File: config.mk
export PLATFORM = sky130hd
export DESIGN_NAME = payload_wr_arbiter
export DESIGN_NICKNAME = d
export VERILOG_FILES = /design/src/rtl/payload_wr_arbiter_pkg.sv /design/src/rtl/payload_wr_arbiter_rr_picker.sv /design/src/rtl/payload_wr_arbiter.sv
export SDC_FILE = /design/constraint.sdc
export NUM_CORES = 1
export LEC_CHECK = 0
export CAP_MARGIN = 40
export CORE_AREA = 2 2 105 107
export CTS_CLUSTER_DIAMETER = 60
export CTS_CLUSTER_SIZE = 30
export DETAILED_ROUTE_END_ITERATION = 16
export DIE_AREA = 0 0 107 109
export GPL_TIMING_DRIVEN = 0
export PLACE_DENSITY = 0.81
export SLEW_MARGIN = 10
export SYNTH_ARGS = -nofsm -noshare
export SYNTH_HDL_FRONTEND = slang
export SYNTH_SLANG_ARGS = --single-unit
File: constraint.sdc
create_clock -name clk -period 4.1 [get_ports clk]
set_clock_uncertainty 0.05 [all_clocks]
set_input_delay 0.82 -clock clk [delete_from_list [all_inputs] [get_ports clk]]
set_output_delay 0.82 -clock clk [all_outputs]
set_load 0.05 [all_outputs]
File: src/rtl/payload_wr_arbiter_pkg.sv
// Shared types for the payload-store write arbiter: bus field types and arbiter FSM states.
package payload_wr_arbiter_pkg;

  typedef logic [31:0] data_t;
  typedef logic [7:0]  ttl_t;
  typedef logic [2:0]  byte_count_t;
  typedef logic [15:0] address_t;

  typedef enum logic [1:0] {StIdle, StBurst, StDrain, StDone} arb_state_e;

endpackage

File: src/rtl/payload_wr_arbiter_rr_picker.sv
// Combinational round-robin select: first requester above last_grant, wrapping around.
module rr_picker #(
  parameter int unsigned  N_REQ = 4,
  localparam int unsigned REQ_W = $clog2(N_REQ)
) (
  input  logic [N_REQ-1:0] req,
  input  logic [REQ_W-1:0] last_grant,
  output logic [REQ_W-1:0] grant,
  output logic             any_req
);

  logic [REQ_W-1:0] cand;

  // Walk from the farthest offset down so the nearest requester is the last assignment.
  always_comb begin
    grant   = '0;
    cand    = '0;
    any_req = |req;
    for (int k = int'(N_REQ); k >= 1; k--) begin
      cand = REQ_W'((int'(last_grant) + k) % int'(N_REQ));
      if (req[cand]) grant = cand;
    end
  end

endmodule

File: src/rtl/payload_wr_arbiter.sv
// Packet-atomic round-robin arbiter for the payload-store write port, with length truncation.
module payload_wr_arbiter
  import payload_wr_arbiter_pkg::*;
#(
  parameter int unsigned  N_REQ     = 4,
  parameter int unsigned  MAX_WORDS = 256,
  localparam int unsigned REQ_W     = $clog2(N_REQ)
) (
  input  logic              clk,
  input  logic              rst_n,
  input  logic [N_REQ-1:0]  req_valid,
  output logic [N_REQ-1:0]  req_ready,
  input  logic [N_REQ-1:0]  req_is_last,
  input  data_t             req_data       [N_REQ],
  input  ttl_t              req_ttl        [N_REQ],
  input  byte_count_t       req_byte_count [N_REQ],
  output logic [N_REQ-1:0]  done_valid,
  output address_t          done_address,
  output logic              done_trunc,
  output logic              wr_valid,
  input  logic              wr_ready,
  output logic              wr_is_last,
  output data_t             wr_data,
  output ttl_t              wr_ttl,
  output byte_count_t       wr_byte_count,
  input  address_t          wr_address
);

  localparam int unsigned WcW = $clog2(MAX_WORDS + 1);
  typedef logic [WcW-1:0] word_count_t;
  localparam word_count_t WcLast = word_count_t'(MAX_WORDS - 1);
  localparam word_count_t WcMax  = word_count_t'(MAX_WORDS);

  arb_state_e       state_q;
  logic [REQ_W-1:0] g_q;
  logic [REQ_W-1:0] last_grant_q;
  word_count_t      word_count_q;
  ttl_t             ttl_q;

  logic [REQ_W-1:0] pick;
  logic             any_req;
  logic [N_REQ-1:0] grant_oh;
  logic             xfer;

  rr_picker #(
    .N_REQ(N_REQ)
  ) u_rr_picker (
    .req       (req_valid),
    .last_grant(last_grant_q),
    .grant     (pick),
    .any_req   (any_req)
  );

  always_comb begin
    grant_oh      = '0;
    grant_oh[g_q] = 1'b1;
    wr_valid      = 1'b0;
    wr_is_last    = 1'b0;
    wr_data       = '0;
    wr_ttl        = '0;
    wr_byte_count = '0;
    req_ready     = '0;
    if (state_q == StBurst) begin
      wr_valid      = req_valid[g_q];
      // The word that reaches the length limit closes the packet on the store side.
      wr_is_last    = req_is_last[g_q] || (word_count_q == WcLast);
      wr_data       = req_data[g_q];
      wr_ttl        = (word_count_q == '0) ? req_ttl[g_q] : ttl_q;
      wr_byte_count = req_byte_count[g_q];
      if (wr_ready) req_ready = grant_oh;
    end else if (state_q == StDrain) begin
      req_ready = grant_oh;
    end
  end

  assign xfer = wr_valid && wr_ready;

  always_ff @(posedge clk or negedge rst_n) begin
    if (!rst_n) begin
      state_q      <= StIdle;
      g_q          <= '0;
      last_grant_q <= REQ_W'(N_REQ - 1);
      word_count_q <= '0;
      ttl_q        <= '0;
      done_valid   <= '0;
      done_address <= '0;
      done_trunc   <= 1'b0;
    end else begin
      done_valid <= '0;
      case (state_q)
        StIdle: begin
          if (any_req) begin
            g_q          <= pick;
            word_count_q <= '0;
            state_q      <= StBurst;
          end
        end
        StBurst: begin
          if (xfer) begin
            if (word_count_q == '0) ttl_q <= req_ttl[g_q];
            if (word_count_q != WcMax) word_count_q <= word_count_q + word_count_t'(1);
            if (req_is_last[g_q] || (word_count_q == WcLast)) begin
              done_address <= wr_address;
              done_trunc   <= !req_is_last[g_q];
              if (req_is_last[g_q]) begin
                done_valid <= grant_oh;
                state_q    <= StDone;
              end else begin
                state_q <= StDrain;
              end
            end
          end
        end
        StDrain: begin
          if (req_valid[g_q] && req_is_last[g_q]) begin
            done_valid <= grant_oh;
            state_q    <= StDone;
          end
        end
        StDone: begin
          last_grant_q <= g_q;
          state_q      <= StIdle;
        end
        default: state_q <= StIdle;
      endcase
    end
  end

endmodule

Yosys cells after proc, flatten, opt, wreduce, memory -nomap -nowiden
Index checks and enable logic that the tools add are counted.
{"block": "totals", "reg_bits": 44, "latchBits": 0, "ram_bits": 0, "romBits": 0, "inputBits": 199, "output_inout_bits": 70, "elab_cells": 96, "memories": 0}
{"block": "op_classes", "add_sub_neg": 5, "n_mul": 0, "div": 0, "order_cmp": 7, "eq_ne": 10, "n_shift": 0, "n_mux": 51, "n_bitwise": 1, "reduce_logical": 14}
{"operator": "2-to-1 mux 32 bit", "count": 3}
{"operator": "binary-select mux 32 bit (select 2 bit)", "count": 1}
{"operator": "2-to-1 mux 8 bit", "count": 4}
{"operator": "2-to-1 mux 4 bit", "count": 7}
{"operator": "2-to-1 mux 9 bit", "count": 3}
{"operator": "case mux 9 bit (2 select lines)", "count": 1}
{"operator": "binary-select mux 8 bit (select 2 bit)", "count": 1}
{"operator": "2-to-1 mux 2 bit", "count": 8}
{"operator": "< comparator 2 x 3 -> 1 bit (second input constant)", "count": 5}
{"operator": "binary-select mux 1 bit (select 2 bit)", "count": 6}
{"operator": "2-to-1 mux 1 bit", "count": 10}
{"operator": "adder 9 x 1 -> 9 bit (second input constant)", "count": 1}
{"operator": "== test 9 x 8 -> 1 bit (second input constant)", "count": 1}
{"operator": "logical NOT 9 bit", "count": 1}
{"operator": "2-to-1 mux 3 bit", "count": 3}
{"operator": "!= test 9 bit (second input constant)", "count": 1}
{"operator": "case mux 2 bit (4 select lines)", "count": 1}
{"operator": "case mux 4 bit (2 select lines)", "count": 1}
{"operator": "AND reduction 4 bit", "count": 2}
{"operator": "binary-select mux 3 bit (select 2 bit)", "count": 1}
{"operator": "!= test 2 x 1 -> 1 bit (second input constant)", "count": 3}
{"operator": "adder 2 x 1 -> 2 bit (second input constant)", "count": 2}
{"operator": "adder 2 bit (second input constant)", "count": 2}
{"operator": "== test 2 bit (second input constant)", "count": 2}
{"operator": "other kinds (14)", "count": 18}

Logic depth before layout (Yosys ltp)
{"block": "logic_depth", "ltp_word": 8, "depth_mapped": 9, "ltp_nobuf": 9}

By module
From an unflattened synthesis, not the netlist that was laid out.
{"block": "hier_totals", "cells_unflattened": 301, "area_unflattened_um2": 3652.3}
{"module": "payload_wr_arbiter", "n_inst": 1, "cells_each": 287, "area_each_um2": 3560.9, "seq_area_each_um2": 1103.6}
{"module": "rr_picker", "n_inst": 1, "cells_each": 14, "area_each_um2": 91.3, "seq_area_each_um2": 0.0}

Worst setup path before layout
OpenSTA, ideal clock, no wires.
{"block": "synth_timing", "kind": "register to output", "from": "reg state_q[1]", "to": "out req_ready[0]", "t_arrival_ns": 2.255, "required_time_ns": 3.230, "path_slack_ns": 0.975, "stages_incl_launch_ff": 7, "path_buffers": 1, "cell_sequence": "dfrtp_1 -> inv_1 -> ha_1 -> inv_1 -> clkbuf_1 -> a21oi_1 -> nor3_1"}
{"block": "synth_via", "elab_chain_len": 3, "word_cells_on_any_way": 4, "classes_between": "eq/ne (2); mux (2)"}
{"item": "start: declaration", "line": "payload_wr_arbiter.sv:34", "source": "arb_state_e state_q;"}
{"item": "start signal: assignment", "line": "payload_wr_arbiter.sv:80", "source": "state_q <= StIdle;"}
{"item": "start signal: assignment", "line": "payload_wr_arbiter.sv:95", "source": "state_q <= StBurst;"}
{"item": "start signal: assignment", "line": "payload_wr_arbiter.sv:107", "source": "state_q <= StDone;"}
{"item": "== test 2 bit", "line": "payload_wr_arbiter.sv:71", "source": "end else if (state_q == StDrain) begin"}
{"item": "2-to-1 mux 4 bit", "line": "payload_wr_arbiter.sv:71"}
{"item": "2-to-1 mux 4 bit *", "line": "payload_wr_arbiter.sv:63", "source": "if (state_q == StBurst) begin"}
{"item": "end: declaration", "line": "payload_wr_arbiter.sv:12", "source": "output logic [N_REQ-1:0] req_ready,"}
Mark *: on every way between the ends. The rest lies on a longest branch, timed or not.

Worst setup path after layout
{"block": "layout_timing", "from": "reg state_q[1]", "to": "out wr_data[25]"}
{"block": "layout_via", "elab_chain_len": 2}
{"item": "== test 2 x 1 -> 1 bit", "line": "payload_wr_arbiter.sv:63"}
{"item": "2-to-1 mux 32 bit", "line": "payload_wr_arbiter.sv:63"}
{"item": "end: declaration", "line": "payload_wr_arbiter.sv:23", "source": "output data_t wr_data,"}
Every way passes these cells.

==> impl_metrics.csv <==
group,metric,value,unit
detailed_routing,wl_per_cell,18.6,µm
clocking,postCtsSetupRepairBufs,0,
clocking,cts_sinks,44,
setup_path,cp-end-kind,"output port",
clocking,cts_buffers,5,
clocking,clockBufferDepth,2,
setup_path,critPathArrivalTime,2900,ps
sta,rsz0062_at_grt,"no",
finish,drive_gt1_frac,0.162,
logic_synthesis,yosysTopAreaCell,"dfrtp_1",
setup_path,critPathSlowestCell,"clkdlybuf4s50_1",
sta,tightest_slew,655,ps
logic_synthesis,ys.flop_type,"dfrtp_1",
sta,slew_headroom,0.562,
detailed_routing,initialDrtViolationCount,251,
setup_path,critPathRequiredTime,3230,ps
clocking,htree_levels,2,
power,ir_worst_vdd,0.410,mV
clocking,clk_latency,290,ps
setup_path,r2r-end,"state_q[1]",
logic_synthesis,async_flop_share,1.00,
finish,fin_util,0.616,
sta,fin_hold_ws,311,ps
place,hpwl,11100,µm
detailed_routing,via_per_inst,5.09,
floorplanning,io_pins,269,
setup_path,reg2reg_depth,9,
clocking,postCtsResizedCells,0,
place,gp_congestion,0.910,
detailed_routing,routed_wl,13300,µm
logic_synthesis,ys_seq_elements,44,
place,dp_cells,707,
logic_synthesis,synth_cell_types,43,
finish,final_nets,781,
detailed_routing,via_count,3647,
clocking,cts_tree,"built",
outcome,status,"complete, no violations",
sta,fmax,0.265,GHz
global_routing,grt.total_usage,0.216,
clocking,clkTransAtPathRegs,90,ps
logic_synthesis,yosysWarnings,0,
setup_path,critical_path_class,"reg2out",
logic_synthesis,synth_most_common_cell,"mux4_2",
global_routing,grt_pass1_wl,19300,µm
power,pwr_density_cell,667,nW/µm²
setup_path,r2r_slack,1560,ps
setup_path,crit_top_cell,"clkbuf_1",
floorplanning,die_area,11700,µm²
logic_synthesis,syn-num-nets,505,
detailed_routing,drcViolationCount,0,
setup_path,reg2reg_from,"word_count_q[0]",
worst_hold_path,hold_path_class,"in2async",
run,drv_cap,0,
logic_synthesis,syn_area,3570,µm²
finish,final_cells,716,
sta,final.setup.tns,0,ps
global_routing,grt_pass1_vias,3731,
global_routing,grt_max_degree,38,
place,io_buffer_count,268,
floorplanning,die_w,107,µm
clocking,ctsHoldBuffers,0,
power,leakagePower,2.55,nW
floorplanning,core_area,10600,µm²
finish,area_growth,82.8,%
sta,fin_crit,3770,ps
clocking,root_buffer,"clkbuf_8",
logic_synthesis,postSynthCellCount,298,
logic_synthesis,yosysSeqAreaShare,0.309,
logic_synthesis,netlist_top_cells_area,"dfrtp_1 (29%), mux4_2 (28%), and2_1 (6.7%)",
detailed_routing,dr.pass1.iters,4,
logic_synthesis,synth.top_cell.area_share,0.294,
logic_synthesis,synth_common_cells,"mux4_2 (44), dfrtp_1 (42), and2_1 (38)",
sta,period_share,0.921,
logic_synthesis,synth-edff-count,0,
floorplanning,rows,38,
setup_path,start_kind,"flip-flop",
floorplanning,die_y,109,µm
setup_path,worstPathMaxFanout,10,
setup_path,cpPeakStageDelay,810,ps
global_routing,antenna_found_initial,2,
detailed_routing,detail-route-antenna-nets,0,
sta,setup-violations-final,0,
sta,hold_viol,0,
setup_path,path_cells,"inv_1 > ha_1 > clkbuf_1 > clkbuf_1 > and2_1 > clkdlybuf4s50_1",
floorplanning,initial_utilization,0.337,
sta,drv_slew,0,
logic_synthesis,avgSynthCellArea,12.0,µm²
global_routing,overflow,0,
==> routing by layer <==
metal / share of wire / global-route usage / up-vias / wire [µm]
li1: - / - / 1672 / -
met1: 0.38 / 0.247 / 1761 / 5000
met2: 0.51 / 0.396 / 195 / 6740
met3: 0.096 / 0.0586 / 17 / 1280
met4: 0.021 / 0.0612 / 2 / 279
met5: 0.0012 / 0 / - / 16
==> worst max-delay path, delay by kind of cell, from the launching register on <==
kind / cells / cell delay (ps)
buffers and inverters: 4 / 1720
adder cells (fa/ha/maj): 1 / 280
AND/OR/NAND/NOR: 1 / 190
flip-flops: 1 / 430
==> worst max-delay path by stage <==
stage | slack, ps | to | from
final | 330 | wr_data[25] | state_q[1]
after global routing | 120 | wr_data[23] | state_q[1]
after CTS | 210 | wr_data[23] | state_q[1]
after detailed placement | 390 | wr_valid | req_valid[3]
after global placement | 400 | wr_valid | req_valid[3]
after floorplan | 980 | req_ready[0] | state_q[1]
==> per-stage QoR <==
step	cell area [µm²]	total power (W)	worst slack [ps]
3_5_place_dp	6450	0.00411	390
3_3_place_gp	6430	0.00406	403
2_1_floorplan	3570	0.00303	975
6_report	6530	0.00436	325
5_1_grt	6530	0.00458	117
4_1_cts	6530	0.00440	214
==> report_power, final <==
group          internal, W  total, W  switching [W]
Combinational      0.00146   0.00339        0.00193
Clock             0.000119  0.000272       0.000152
Sequential        0.000599  0.000700       0.000100
Total              0.00217   0.00436        0.00218
==> sequential cells by signal (all words and copies together) (netlist names) <==
name	count
word_count_q	9
ttl_q	8
g_q	2
done_valid	4
done_trunc	1
done_address	16
state_q	2
last_grant_q	2
==> final cells by class <==
class	count	area (µm²)
fill	915	4070
timing repair buffer	269	2700
multi-input combinational	226	2320
sequential	44	1100
tap	140	175
buffer	20	120
clock buffer	6	72.6
inverter	8	30.0
clock inverter	2	12.5
antenna	1	2.50
==> placed cells by master, fill, tap and decap left out, types with 2 or more instances in the layout <==
cell type / synthesis / routed
mux2_2: 14 / 14
and2_4: 2 / 2
clkbuf_1: 10 / 11
dfrtp_1: 42 / 42
clkbuf_8: 0 / 5
buf_12: 1 / 2
dfstp_2: 2 / 2
nand2_1: 14 / 14
mux4_2: 44 / 44
o31ai_1: 2 / 2
inv_1: 8 / 8
mux2_4: 8 / 8
clkdlybuf4s50_1: 0 / 267
mux2_1: 4 / 4
and2_1: 38 / 38
nor3_1: 4 / 4
o21ai_0: 16 / 16
and3_1: 3 / 3
nand3_1: 4 / 4
nand4_1: 2 / 2
o21a_1: 2 / 2
nor2b_1: 2 / 2
buf_2: 5 / 6
buf_6: 3 / 3
mux2i_1: 14 / 14
a31oi_1: 2 / 2
nor2_1: 19 / 19
ha_1: 8 / 8
a21oi_1: 8 / 8
nand2b_1: 2 / 2
==> cells by family after synthesis <==
kind of cell,share of synthesized area
and+or+nand+nor,0.148
buffers and inverters,0.0420
AOI/OAI and AO/OA,0.0658
DFF,0.309
adders and majority gates,0.0280
muxes,0.407
No activity file was read; power rests on OpenSTA's default activity.
==> variant 1, RTL diff (same flow settings) <==
The 4 states of `arb_state_e` get a Gray code encoding in 2 bits.
--- a/src/rtl/payload_wr_arbiter_pkg.sv
+++ b/src/rtl/payload_wr_arbiter_pkg.sv
@@ -6,7 +6,7 @@
   typedef logic [2:0]  byte_count_t;
   typedef logic [15:0] address_t;
 
-  typedef enum logic [1:0] {StIdle, StBurst, StDrain, StDone} arb_state_e;
+  typedef enum logic [1:0] {StIdle = 2'b00, StBurst = 2'b01, StDrain = 2'b11, StDone = 2'b10} arb_state_e;
 
 endpackage
 
Behaviour: no difference found for any inputs over 4 cycles, from zero or initial values and one cycle with rst_n low; so few cycles prove little.
==> variant 1 against the original RTL <==
Fmax fell by 1.4%. Worst setup slack got worse by 53 ps. Cell area fell by 0.23%. Power rose by 14%. Routed wire length rose by 6.9%. Combinational power rose by 18%. Sequential cell count did not move. Area after synthesis fell by 0.42%. Count of clock-buffer cells in the layout did not move. Critical path type unchanged.
==> variant 1: results (changes against the original RTL) <==
Critical path
  – R2R Path Start: word_count_q[1]$_DFFE_PN0P_
  – CP Max Fanout: 10 (unchanged)
  – Flop2flop setup slack: 1780 ps (+220 ps)
  – Path depth of the worst reg2reg path: 8 (-1)
  – CP startpoint: state_q[1]$_DFFE_PN0P_
  – Worst r2r dst: done_address[1]$_DFFE_PN0P_
  – Critical path destination: wr_ttl[6]
  – CP Data Arrival Time: 2960 ps (+60 ps)

Logic synthesis
  – Predominant post-synthesis flop cell: dfrtp_1
  – Synthesized Nets: 495 (-2.0%)
  – Register area share after synthesis: 0.310 (+0.00130)
  – Area contributors post-synth: dfrtp_1, mux4_2, nor2b_1
  – Yosys cell types: 42 (-2.3%)
  – Syn Area/Cell: 12.1 um2 (+1.3%)
  – Synth Warn #: 0 (unchanged)
  – Async SR Flop Fraction: 1.00 (unchanged)
  – Top post-synthesis cells by count: mux4_2, dfrtp_1, nor2b_1, mux2_2, nor2_1

Layout
  – Largest registers: done_address (16), word_count_q (9), ttl_q (8)
  – Layout Nets: 771 (-1.3%)
  – Share of cells above drive strength 1: 0.170 (+0.00844)
  – Filler cells: 855 (-6.6%)

Clock tree
  – CTS Buf Count: 5 (unchanged)
  – CTS resizes: 0 (unchanged)
  – Clk Tree Root Cell: clkbuf_8
  – Clock buffer depth: 2 (unchanged)
  – Post-CTS setup buffer count: 0 (unchanged)
  – Clk_lat worst skew: 290 ps (about the same)
  – Worst-path clk slew: 90 ps (about the same)
  – Htree depth: 2 (unchanged)

Min path
  – Worst Hold Class: input port to asynchronous set/reset pin

Place
  – Routability congestion estimate: 0.886 (-2.6%)
  – Placed Cells: 702 (-0.71%)
  – Buffers added on ports: 268 (unchanged)
  – Placed inst area: 6430 um2 (-0.23%)
  – Hpwl dp: 11,900 um (+6.9%)

Global route
  – Vias in the first global route: 3,864 (+3.6%)
  – Pin count of the biggest net entering global routing: 27 (-29%)
  – Initial antenna violation count: 1 (-1)
  – Met1 global-route usage: 0.270 (+0.0224)
  – Total track usage: 0.232 (+0.0161)
  – Global-route wire length before repair: 20,700 um (+7.1%)
  – Met3 usage: 0.0747 (+0.0161)
  – Grt met2 use: 0.420 (+0.0246)

Detailed routing
  – Routed len/inst: 20.0 um (+7.6%)
  – Initial DRT Pass Iterations: 4 (unchanged)
  – DRT iter0 DRCs: 232 (-7.6%)
  – Avg Vias per Cell: 5.21 (+2.2%)
  – Met1 WL: 5270 um (+5.5%)
  – Max Used Layer: met4
  – Post-Route WL: 14,200 um (+6.9%)
  – Met3 Wirelength: 1410 um (+10%)
  – Met2 WL: 7280 um (+8.1%)
  – DR DRC count: 0 (unchanged)

STA
  – Slew headroom: 0.406 (-0.156)

Run status
  – Status: complete, no violations

Power and ir drop
  – P_leak: 2.56 nW (+0.29%)
  – Max VDD drop: 0.000525 V (+28%)
## variant 1: changes by cell type in the layout (fill, tap and decap cells not counted), sizes merged, moves of 3 or more
cell,change
nand2b,+8
mux2,+3
and2,-39
o21ai,-13
ha,-5
or3,+3
nor2b,+35
a21oi,-4
nand2,-3
nor4,+8
## variant 1: area by class of cell
class,instances,share of cell area
Antenna cell,1,0.000384
Buffer,23,0.0177
Clock buffer,6,0.0111
Clock inverter,2,0.00192
Inverter,8,0.00461
Multi-Input combinational cell,218,0.354
Sequential cell,44,0.169
Tap cell,140,0.0269
Timing Repair Buffer,269,0.414
## variant 1: cells by family (layout without fill, tap and decap cells)
logic type | count (synthesis) | in the layout | share of synthesized area
simple gates | 106 | 106 | 0.173
mux | 89 | 89 | 0.428
flops | 44 | 44 | 0.310
buf+inv | 31 | 308 | 0.0408
compound gates | 20 | 20 | 0.0376
fa+ha+maj | 3 | 3 | 0.0105
other cells | 0 | 1 | 0
## variant 1: power by group
group          total [mW]  switching (mW)  internal, mW
clock               0.270           0.151         0.119
combinational        4.00            2.38          1.62
sequential          0.700          0.0943         0.605
total                4.97            2.63          2.34
## variant 1: through the flow
stage | utilization | power, mW | setup WS (ps) | hold WS [ps]
2_1_floorplan | - | 3.43 | 1060 | 429
3_3_place_gp | 0.605 | 4.67 | 472 | 436
3_5_place_dp | 0.607 | 4.72 | 448 | 442
4_1_cts | 0.615 | 5.01 | 210 | 414
5_1_grt | 0.615 | 5.21 | 46.6 | 424
6_report | 0.615 | 4.97 | 272 | 407
## variant 1: critical path, cell delays in order (launching register included)
cell and delay (ps):
dfrtp_1 330, clkbuf_1 300, nand2b_1 200, clkbuf_1 510
clkbuf_1 460, nor2_1 110, clkdlybuf4s50_1 730
==> variant 2, RTL diff (same flow settings) <==
Made on the original files. `N_REQ` is set to 4 in 2 places; all go to 2.
--- a/src/rtl/payload_wr_arbiter_rr_picker.sv
+++ b/src/rtl/payload_wr_arbiter_rr_picker.sv
@@ -1,6 +1,6 @@
 // Combinational round-robin select: first requester above last_grant, wrapping around.
 module rr_picker #(
-  parameter int unsigned  N_REQ = 4,
+  parameter int unsigned  N_REQ = 2,
   localparam int unsigned REQ_W = $clog2(N_REQ)
 ) (
   input  logic [N_REQ-1:0] req,
--- a/src/rtl/payload_wr_arbiter.sv
+++ b/src/rtl/payload_wr_arbiter.sv
@@ -2,7 +2,7 @@
 module payload_wr_arbiter
   import payload_wr_arbiter_pkg::*;
 #(
-  parameter int unsigned  N_REQ     = 4,
+  parameter int unsigned  N_REQ     = 2,
   parameter int unsigned  MAX_WORDS = 256,
   localparam int unsigned REQ_W     = $clog2(N_REQ)
 ) (
Ports: changed (7 resized); port bits go from 269 to 175. No check against the original RTL was run, so the function may have changed too.
==> variant 2 against the original RTL <==
Core utilization fell by 16 points. Worst setup slack worse by 58 ps. Fmax decreased by 1.5%. Cell area fell by 26%. Sequential power fell by 3%. Routed wire length fell by 25%. Final cell count down 17%. Power decreased by 16%. Synthesized cell count shrank 9.4%. Area after synthesis decreased by 21%. First-iteration DRC count is 39% lower. Via count decreased by 25%. Largest power group unchanged. Sequential cell count fell by 4.
==> variant 2: results (changes against the original RTL) <==
Layout
  – Layout Nets: 569 (-27%)
  – Share of cells above drive strength 1: 0.141 (-0.0205)
  – Antenna cells: 0 (-1)
  – Filler cells: 963 (+5.2%)
  – Largest registers: done_address (16), word_count_q (9), ttl_q (8)

Power and ir drop
  – P_leak: 2.08 nW (-18%)
  – Max VDD drop: 0.000513 V (+25%)

STA
  – Slew headroom: 0.608 (+0.0457)
  – Post-layout minimum cycle time: 3830 ps (+57.8 ps)

Global route
  – Vias in the first global route: 2,873 (-23%)
  – Pin count of the biggest net entering global routing: 34 (-11%)
  – Total track usage: 0.165 (-0.0508)
  – Global-route wire length before repair: 15,000 um (-22%)
  – Remaining global-route overflow: 0 (unchanged)
  – Initial antenna violation count: 0 (-2)

Detailed routing
  – Vias: 2,753 (-25%)
  – Routed len/inst: 16.9 um (-9.0%)
  – Initial DRT Pass Iterations: 4 (unchanged)
  – Post-Route WL: 10,000 um (-25%)
  – DRT iter0 DRCs: 154 (-39%)

Logic synthesis
  – Top post-synthesis cells by count: nor2_1, mux2i_1, dfrtp_1, mux2_4, mux2_2
  – Predominant post-synthesis flop cell: dfrtp_1
  – Synthesized Nets: 387 (-23%)
  – Post-synth EDFFs: 0 (unchanged)
  – Register area share after synthesis: 0.356 (+0.0477)
  – Synth Warn #: 0 (unchanged)
  – Post-synthesis cell count: 270 (-9.4%)
  – Async SR Flop Fraction: 1.00 (unchanged)
  – Yosys cell types: 44 (+2.3%)
  – Area contributors post-synth: dfrtp_1, mux2i_1, mux2_4

Place
  – Place WS: 357 ps (-33.4 ps)
  – Placed inst area: 4740 um2 (-26%)
  – Hpwl dp: 8010 um (-28%)
  – Routability congestion estimate: 0.937 (+2.9%)
  – Placed Cells: 585 (-17%)
  – Buffers added on ports: 174 (-35%)

Critical path
  – Critical path's slowest cell: clkdlybuf4s50_1
  – CP Data Arrival Time: 2960 ps (+60 ps)
  – CP Max Fanout: 10 (unchanged)
  – Max stage delay on crit path: 840 ps (+30 ps)
  – Flop2flop setup slack: 1800 ps (+240 ps)

Clock tree
  – Clock buffer depth: 2 (unchanged)
  – Clk Tree Root Cell: clkbuf_8
  – Post-CTS setup buffer count: 0 (unchanged)
  – Htree depth: 2 (unchanged)
  – Worst-path clk slew: 80 ps
  – Clk_lat worst skew: 300 ps
  – CTS Buf Count: 5 (unchanged)

Run status
  – Status: complete, no violations

Min path
  – Worst Hold Class: input port to asynchronous set/reset pin
-- variant 2: cell count changes after synthesis, moves of 4 or more --
cell / before / now
mux4_2: 44 / 0
and2_1: 38 / 0
mux2i_1: 14 / 48
nor2_1: 19 / 50
o21ai_0: 16 / 3
mux2_4: 8 / 18
a21oi_1: 8 / 3
clkbuf_1: 10 / 5
mux2_1: 4 / 0
-- variant 2: layout make-up --
cell class | count | area, um2 | share of cell area
Timing Repair Buffer | 175 | 1760 | 0.361
Multi-Input combinational cell | 204 | 1680 | 0.345
Sequential cell | 40 | 1000 | 0.206
Tap cell | 140 | 175 | 0.0360
Buffer | 16 | 92.6 | 0.0190
Clock buffer | 6 | 82.6 | 0.0170
Clock inverter | 2 | 38.8 | 0.00797
Inverter | 10 | 37.5 | 0.00771
-- variant 2: power breakdown --
| part | internal (mW) | leakage [nW] | switching (mW) |
|---|---|---|---|
| clock network | 0.199 | 0.0614 | 0.148 |
| logic | 1.02 | 1.51 | 1.61 |
| registers | 0.568 | 0.507 | 0.113 |
| total | 1.79 | 2.08 | 1.87 |
-- variant 2: critical path: cells and delay by family, from the launching register on --
family | cells | cell delay, ps
fa+ha+maj | 1 | 150
buf+inv | 6 | 1850
flops | 1 | 420
simple gates | 1 | 250
-- variant 2: worst paths after layout --
path                                                end  depth (start not counted)                    startpoint
max                                         wr_data[30]                          8        state_q[1]$_DFFE_PN0P_
min                         done_address[8]$_DFFE_PN0P_                          1                         rst_n
max reg2reg                      state_q[1]$_DFFE_PN0P_                          8   word_count_q[0]$_DFFE_PN0P_
min reg2reg                done_address[10]$_DFFE_PN0P_                          1  done_address[10]$_DFFE_PN0P_
max in group asynchronous      last_grant_q$_DFFE_PN1N_                          2                         rst_n
min in group clk           done_address[10]$_DFFE_PN0P_                          1  done_address[10]$_DFFE_PN0P_
-- variant 2: per-layer routing --
metal  wire length, um  vias to the layer above  GRT usage  share of wire
li1                  -                     1312          -              -
met1              3950                     1305      0.193           0.39
met2              5020                      126      0.300           0.50
met3               930                       10     0.0496          0.093
met4               138                        0     0.0334          0.014
met5                 0                        -          0              0
-- variant 2: cells by family (layout without fill, tap and decap cells) --
kind of cell    Yosys count  count (layout)  share of synthesized area
compound gates           24              24                     0.0645
fa+ha+maj                 8               8                     0.0356
buf+inv                  26             209                     0.0458
flops                    40              40                      0.356
mux                      84              84                      0.343
simple gates             88              88                      0.154
-- variant 2: what timing repair did --
action | CTS | global route
setup endpoints to repair | 0 | 40
hold endpoints to repair | 0 | 0
gates resized for setup | 0 | 2
-- variant 2: stage by stage --
step / hold slack [ps] / util
after floorplan: 431 / -
after global placement: 439 / 0.446
after global routing: 306 / 0.459
final: 311 / 0.459
after detailed placement: 447 / 0.447
after CTS: 301 / 0.459
